**src/rtl/shim_hw_sts_evt_fifo.sv**
```systemverilog
// Status-flag event queue: rising edges of the synchronized status flags become
// 8-bit event words {code, channel} in a first-word-fall-through FIFO, with first-fault and loss tracking.
module shim_hw_sts_evt_fifo #(
  parameter int FIFO_DEPTH = 16
) (
  input  logic                         aclk,
  input  logic                         areset,
  input  logic [1:0]                   sys_flags,
  input  logic [103:0]                 ch_flags,
  input  logic                         clr,
  input  logic                         evt_ready,
  output logic                         evt_valid,
  output logic [7:0]                   evt_data,
  output logic [$clog2(FIFO_DEPTH):0]  evt_count,
  output logic [7:0]                   first_fault,
  output logic                         first_fault_valid,
  output logic                         irq,
  output logic                         evt_overflow,
  output logic [7:0]                   lost_count
);

  localparam int AW = $clog2(FIFO_DEPTH);
  localparam int NF = 106;
  localparam logic [NF-1:0] NF_ONE = {{(NF-1){1'b0}}, 1'b1};
  localparam logic [AW:0]   DEPTH_W = (AW+1)'(FIFO_DEPTH);
  localparam logic [AW:0]   CNT_ONE = (AW+1)'(1);

  logic [NF-1:0] w_flags;
  logic [NF-1:0] w_edge;
  logic [NF-1:0] w_sel;
  logic [NF-1:0] w_lose;
  logic [NF-1:0] w_pend_nxt;
  logic [6:0]    w_idx;
  logic [6:0]    w_j;
  logic [6:0]    w_nlost;
  logic [8:0]    w_lost_sum;
  logic [7:0]    w_lost_nxt;
  logic [7:0]    w_word;
  logic          w_any;
  logic          w_full;
  logic          w_pop;
  logic          w_push;

  logic [NF-1:0] r_prev;
  logic [NF-1:0] r_pending;
  logic [AW-1:0] r_wptr;
  logic [AW-1:0] r_rptr;
  logic [AW:0]   r_count;
  logic [7:0]    r_mem [FIFO_DEPTH];
  logic [7:0]    r_ff;
  logic          r_ffv;
  logic          r_irq;
  logic          r_ovf;
  logic [7:0]    r_lost;

  assign w_flags = {ch_flags, sys_flags};
  assign w_edge  = w_flags & ~r_prev;
  assign w_any   = |r_pending;
  assign w_full  = (r_count == DEPTH_W);
  assign w_pop   = (r_count != '0) & evt_ready;
  // A full FIFO still accepts a push when the head leaves in the same cycle
  assign w_push  = w_any & (~w_full | w_pop);

  // Lowest-index pending flag wins the scanner
  always_comb begin
    w_idx = 7'd0;
    for (int i = NF - 1; i >= 0; i--) begin
      w_idx = r_pending[i] ? 7'(i) : w_idx;
    end
  end

  // Flag index to event word: sys flags map to codes 1..2, channel groups to codes 3..15
  always_comb begin
    w_j = w_idx - 7'd2;
    if (w_idx < 7'd2) begin
      w_word = {({4'd0, w_idx[0]} + 5'd1), 3'd0};
    end else begin
      w_word = {({1'b0, w_j[6:3]} + 5'd3), w_j[2:0]};
    end
  end

  // Clearing the scanned bit loses to a new edge on the same bit (set wins, no loss)
  always_comb begin
    w_sel      = w_push ? (NF_ONE << w_idx) : '0;
    w_pend_nxt = (r_pending & ~w_sel) | w_edge;
    w_lose     = r_pending & ~w_sel & w_edge;
    w_nlost    = 7'd0;
    for (int i = 0; i < NF; i++) begin
      w_nlost = w_nlost + 7'(w_lose[i]);
    end
    w_lost_sum = {1'b0, r_lost} + {2'b00, w_nlost};
    w_lost_nxt = (w_lost_sum > 9'd255) ? 8'hFF : w_lost_sum[7:0];
  end

  // FIFO storage; contents need no reset because the output is gated by occupancy
  always_ff @(posedge aclk) begin
    if (!areset && !clr && w_push) begin
      r_mem[r_wptr] <= w_word;
    end
  end

  // Control state: edge history, pending bitmap, FIFO pointers and fault bookkeeping
  always_ff @(posedge aclk) begin
    if (areset) begin
      r_prev    <= '0;
      r_pending <= '0;
      r_wptr    <= '0;
      r_rptr    <= '0;
      r_count   <= '0;
      r_ff      <= 8'd0;
      r_ffv     <= 1'b0;
      r_irq     <= 1'b0;
      r_ovf     <= 1'b0;
      r_lost    <= 8'd0;
    end else if (clr) begin
      r_prev    <= w_flags;
      r_pending <= '0;
      r_wptr    <= '0;
      r_rptr    <= '0;
      r_count   <= '0;
      r_ff      <= 8'd0;
      r_ffv     <= 1'b0;
      r_irq     <= 1'b0;
      r_ovf     <= 1'b0;
      r_lost    <= 8'd0;
    end else begin
      r_prev    <= w_flags;
      r_pending <= w_pend_nxt;
      r_wptr    <= w_push ? r_wptr + 1'b1 : r_wptr;
      r_rptr    <= w_pop  ? r_rptr + 1'b1 : r_rptr;
      case ({w_push, w_pop})
        2'b10:   r_count <= r_count + CNT_ONE;
        2'b01:   r_count <= r_count - CNT_ONE;
        default: r_count <= r_count;
      endcase
      if (w_push && !r_ffv) begin
        r_ff  <= w_word;
        r_ffv <= 1'b1;
      end else begin
        r_ff  <= r_ff;
        r_ffv <= r_ffv;
      end
      r_irq  <= r_ffv;
      r_ovf  <= r_ovf | (|w_lose);
      r_lost <= w_lost_nxt;
    end
  end

  assign evt_valid         = (r_count != '0);
  assign evt_data          = evt_valid ? r_mem[r_rptr] : 8'd0;
  assign evt_count         = r_count;
  assign first_fault       = r_ff;
  assign first_fault_valid = r_ffv;
  assign irq               = r_irq;
  assign evt_overflow      = r_ovf;
  assign lost_count        = r_lost;

endmodule

```
**config.mk**
```make
export PLATFORM = sky130hd
export DESIGN_NAME = shim_hw_sts_evt_fifo
export DESIGN_NICKNAME = d
export VERILOG_FILES = /design/src/rtl/shim_hw_sts_evt_fifo.sv
export SDC_FILE = /design/constraint.sdc
export NUM_CORES = 1
export LEC_CHECK = 0
export BUFFER_PORTS_ARGS = -buffer_cell sky130_fd_sc_hd__buf_2
export CAP_MARGIN = 20
export CORE_MARGIN = 8
export CORE_UTILIZATION = 55
export CTS_CLUSTER_SIZE = 40
export DETAILED_ROUTE_END_ITERATION = 8
export PLACE_DENSITY = 0.77
export REMOVE_ABC_BUFFERS = 1
export SKIP_CTS_REPAIR_TIMING = 1
export SLEW_MARGIN = 25
export SYNTH_ARGS = -nofsm -noshare
export SYNTH_HDL_FRONTEND = slang
export SYNTH_SLANG_ARGS = --single-unit
```
**constraint.sdc**
```tcl
create_clock -name aclk -period 12.6 [get_ports aclk]
set_input_delay 0.63 -clock aclk [delete_from_list [all_inputs] [get_ports aclk]]
set_output_delay 0.63 -clock aclk [all_outputs]
set_load 0.02 [all_outputs]
```
* Yosys cells after proc, flatten, opt, wreduce, memory -nomap -nowiden
Memories as Yosys holds them, arrays and structs flattened. A register that Yosys moved wholly into a read port is not among the register bits. Index checks and enable logic that the tools add are counted. Widths: inputs -> output; s select.
Cells by class: add/sub/neg operators 113, magnitude comparators 2, equality and inequality tests 3, shift operators 1, mux-type cells 115, bitwise logic cells 11, reduce and logical (&&, ||, !) cells 11
Operator list (number):
- $mux 7 | 106
- $add 7x1->7 | 99
- $and 106x106->106 | 3
- $not 106->106 | 2
- $reduce_or 106->1 | 2
- $mux 106 | 1
- $or 106x106->106 | 1
- $shl 1x7->106 const A | 1
- $mux 8 | 3
- $pmux 5 s2 | 1
- $add 8x7->9 | 1
- $gt 9x8->1 const B | 1
- $add 4x1->4 const B | 2
- $mux 4 | 2
- $add 6x1->7 | 1
- $lt 7x2->1 const B | 1
- $sub 7x2->7 const B | 1
- $add 5x1->6 | 1
- $add 4x1->5 | 1
- $add 4x2->5 const B | 1
- $add 5x1->5 const B | 1
- $eq 5x5->1 const B | 1
- $reduce_bool 5->1 | 1
- $sub 5x1->5 const B | 1
- other kinds (14) | 21
Word-level totals: register bits 244, RAM bits 128, bits of input ports 110, output and inout port bits 33, logic and storage cells 267, memories kept 1
Memories:
- r_mem | depth 16, width 8, rd ports 1, clocked after Yosys merged registers in 1, write ports 1, RTL line 49 | logic [7:0] r_mem [FIFO_DEPTH];

* Longest topological paths before layout
depth in word-level cells 219, depth in mapped cells 37, gate-level depth less buffers 35

* Least setup slack after synthesis
OpenSTA, ideal clock, no wires.
path type register -> register, start point register r_pending[15], end point register r_lost[0], in the netlist lost_count[0], setup time 134 ps, arrival 9549 ps, required time 12466 ps, setup slack 2917 ps, cell stages (with the launch flop) 36, path buffers 1, clock period less this slack 9683 ps, cells stage by stage dfxtp_1 or4_4 o2111ai_4 or4b_4 a2bb2oi_2 a21o_1 clkbuf_1 or3_1 o21ai_0 or2_2 fa_1 inv_1 fa_1 fa_1 inv_1 fa_1 inv_1 fa_1 inv_1 fa_1 fa_1 fa_1 inv_1 fa_1 fa_1 inv_1 fa_1 nor2b_1 o21ai_0 a21oi_1 o21ai_0 nand2b_1 a21o_1 a21oi_1 xor2_1 a21oi_1
Between the ends: word-level cells in the longest chain between the ends 129, elaborated cells on any way between the ends 131, classes of those cells add/sub (106); order compare (1); shift (1); mux (18); bitwise (4); reduce/logical (1)
RTL lines:
- start, declared | RTL line 45 | logic [NF-1:0] r_pending;
- start signal, assigned | RTL line 128 | r_pending <= w_pend_nxt;
- $mux 7 (16 in a row) | RTL line 68 | w_idx = r_pending[i] ? 7'(i) : w_idx;
- $shl 1x7->106 | RTL line 84 | w_sel = w_push ? (NF_ONE << w_idx) : '0;
- $mux 106 | RTL line 84
- $not 106->106 | RTL line 86 | w_lose = r_pending & ~w_sel & w_edge;
- $and 106x106->106 (*) (2 in a row) | RTL line 86
- $add 1x1->2 | RTL line 89 | w_nlost = w_nlost + 7'(w_lose[i]);
- $add 2x1->3 | RTL line 89
- $add 3x1->4 | RTL line 89
- $add 4x1->5 | RTL line 89
- $add 5x1->6 | RTL line 89
- $add 6x1->7 | RTL line 89
- $add 7x1->7 (98 in a row) | RTL line 89
- $add 7x1->7 (*) | RTL line 89
- $add 8x7->9 (*) | RTL line 91 | w_lost_sum = {1'b0, r_lost} + {2'b00, w_nlost};
- $gt 9x8->1 | RTL line 92 | w_lost_nxt = (w_lost_sum > 9'd255) ? 8'hFF : w_lost_sum[7:0];
- $mux 8 (*) | RTL line 92
- end signal, assigned | RTL line 145 | r_lost <= w_lost_nxt;
- end, declared | RTL line 54 | logic [7:0] r_lost;
Every way passes the cells marked *; elsewhere a longest branch is shown, timed or not. A chain may end at the register's enable or synchronous reset.

* Worst setup path after layout
start point register r_pending[15], end point register r_lost[1], in the netlist lost_count[1]
Same word-level chain as after synthesis.

==> summary.txt <==
Outcome
  • Status: finished clean

Final layout
  • Final nets: 2315
  • ANT cells: 0
  • Area grow syn2layout: 12.80%
  • Util after Layout: 62.75%
  • Multi-input gate area: 0.01000 mm²
  • Fill cells: 2967
  • Reg area: 0.008811 mm²
  • Share of layout cells above drive strength 1: 15.20%

Clock tree
  • Clock Sinks: 376
  • CTS Buf Count: 41
  • Max Root-Sink Buffers: 3
  • Worst-path clk slew: 0.06 ns
  • CTS tree: built
  • H-tree levels: 2
  • Latest clock arrival within the worst-skew pair: 0.57 ns
  • Root Buffer: clkbuf_16

Detailed routing
  • DRT antenna net count: 0
  • WL/cell: 26.18 µm
  • # DRC: 0
  • Drt first pass iters: 8
  • Routed WL: 67.02 mm
  • DR iter-0 viols: 1806
  • Vias/cell: 6.221
  • Routed vias: 15.93k

Pwr
  • Static leakage: 8.799 nW
  • Pwr Density: 154.4 mW/mm²
  • Peak supply drop: 0.1410 mV

STA
  • Max Slew Vio Count: 0
  • Fmax: 0.08711 GHz
  • Clock Skew: 0.02472 ns
  • Tcrit/Tclk final: 91.11%
  • Slew @ Worst Pin: 1.139 ns
  • Fin. Hold Viols: 0
  • Setup TNS: 0 ns
  • Setup violators final: 0
  • Relative slew margins: 22.89%
  • Final min period: 11.48 ns
  • RSZ-0062 raised after global routing: false

Logic synthesis
  • Synth area leader: dfxtp_1
  • Yosys top cell area share: 25.21%
  • Mean Syn Cell Area: 10.28 µm²
  • Register bit count reported by yosys: 376
  • Yosys cell types: 84
  • Top_reg_cell synth: dfxtp_1
  • Post-Synthesis Cells: 1915
  • Sequential area share after synthesis: 44.73%
  • Synth warn: 0
  • Top post-synthesis cells by area: dfxtp_1 25%, edfxtp_1 20%, fa_1 10%
  • Number of synthesized flops with an enable pin: 128
  • Cell area after synthesis: 0.01969 mm²
  • Asr flop ratio synth: 0%

GRT
  • Pin count of the biggest net entering global routing: 86
  • Tot GR Track Use: 31.86%
  • Grt total ovfl: 0
  • Vias in the first global route: 15.95k
  • Global-route wire length before repair: 99.70 mm
  • Initial antenna violation count: 0

Place
  • Port Buffers: 142
  • Routability cong.: 1.034
  • Hpwl dp: 53.06 mm

Floorplan
  • Core area: 0.03540 mm²
  • Die ar.: 0.04211 mm²
  • Die Wd: 205.2 µm
  • Row Count: 69
  • # IOs: 143
  • Die H: 205.2 µm
  • Initial Util: 55.63%

Setup path
  • Data required time at the worst endpoint: 13.00 ns
  • Critical Path Start Type: flip-flop
  • Critical path's top delay family: adder cells
  • CP max stage delay: 0.74 ns
  • CP Data Arrival Time: 11.88 ns
  • Critical path class: reg2reg
  • Critical Path Sink Type: flip-flop
  • Crit Path Max Fanout: 13
  • Critical path depth in cells: 34
  • Number of buffers and inverters on the critical path: 6
  • Reg2Reg Depth: 34
  • Slowest cell on crit path: a21oi_1
  • CP most frequent cell: fa_1

Worst hold path
  • Worst Hold Depth: 2
  • Hold Path Class: in2reg

Job
  • Max-cap violation count: 0
[cells in the final DEF, fill, tap and decap left out, types with 28 or more instances in the layout]
master / count
dfxtp_1: 246
edfxtp_1: 128
o21ai_0: 97
nor4_1: 33
nand2b_1: 83
a21oi_1: 159
buf_4: 28
buf_2: 141
nor2_1: 129
nor3_1: 30
inv_1: 181
fa_1: 99
nor2b_1: 134
nand2_1: 96
mux4_2: 40
clkbuf_16: 41
ha_1: 39
[flip-flops by register name (all words and copies together) (netlist names), 4 cells and up, named ones only]
register and flops:
r_mem 128, r_pending 106, r_prev 106, first_fault 8, lost_count 8, evt_count 5, r_rptr 4, r_wptr 4
[worst paths after layout]
kind,to,startpoint,slack [ns]
setup / recovery,lost_count[1]$_SDFF_PP0_,r_pending[15]$_SDFF_PP0_,1.12
hold / removal,r_prev[34]$_SDFF_PP0_,ch_flags[32],0.28
hold reg to reg,first_fault[7]$_SDFFE_PP0P_,first_fault[7]$_SDFFE_PP0P_,0.46
setup reg to reg,lost_count[1]$_SDFF_PP0_,r_pending[15]$_SDFF_PP0_,1.12
[area by class of cell]
type	instances	share of cell area [%]
inverter	182	3.076
multi-input combinational	1297	45.02
sequential	376	39.67
clock buffer	58	5.041
tap	461	2.597
clock inverter	17	0.4732
timing repair buffer	169	4.123
[worst register-to-register path: cells and delay by family (launching register included)]
family,cells,cell delay (ns)
xor gates and xnor gates,1,0.53
and+or+nand+nor,5,1.69
DFF,1,0.35
adders and majority gates,11,5.14
buffers and inverters,6,0.41
AOI/OAI and AO/OA,11,3.22
[synthesized netlist by cell type, drive strengths merged (8+ instances only)]
cell	number
inv	181
xor2	11
a21o	9
o31ai	24
nor3b	8
o2111ai	28
mux4	40
or4	28
a21oi	159
clkbuf	50
or3	17
ha	39
nand3	29
dfxtp	248
buf	10
o21ai	99
or2	29
edfxtp	128
a211o	9
fa	99
nor3	32
nor2	130
nor2b	134
nor4	36
o211ai	12
nand2	97
nand2b	83
o21a	16
and2	20
nand4	15
[logic make-up (layout without fill, tap and decap cells)]
group,count (synthesis),count (layout),synth area share [%]
fa+ha+maj,138,138,12.54
buf+inv,242,426,4.658
flops,376,376,44.73
simple gates,685,685,19.28
xor+xnor,18,18,0.8006
compound gates,414,414,13.31
mux,42,42,4.677
[metrics by stage]
| stage | hold slack (ns) | power, mW | instance area [µm²] | cells | setup WS (ns) |
|---|---|---|---|---|---|
| 4_1_cts | 0.2732 | 3.424 | 22200 | 2560 | 1.317 |
| 6_report | 0.2829 | 3.430 | 22210 | 2560 | 1.121 |
| 2_1_floorplan | 0.4661 | 1.971 | 19460 | 1855 | 2.373 |
| 3_5_place_dp | 0.4540 | 2.307 | 20980 | 2485 | 1.356 |
| 3_3_place_gp | 0.4459 | 2.286 | 20970 | 2485 | 1.710 |
| 5_1_grt | 0.2794 | 3.574 | 22210 | 2560 | 0.6391 |
[metal layers]
layer / up-vias / global-route usage (%) / wire [µm]
li1: 7058 / - / -
met1: 7802 / 40.21 / 25930
met2: 861 / 52.52 / 31840
met3: 204 / 6.203 / 5746
met4: 0 / 14.68 / 3500
met5: - / 0 / 0
[power breakdown]
part           leakage [nW]  switching [mW]  internal, mW
Combinational          5.03           0.594         0.324
Clock                 0.590           0.497         0.625
Sequential             3.18          0.0367          1.35
Total                  8.80            1.13          2.30
(Power assumes the default switching activity.)
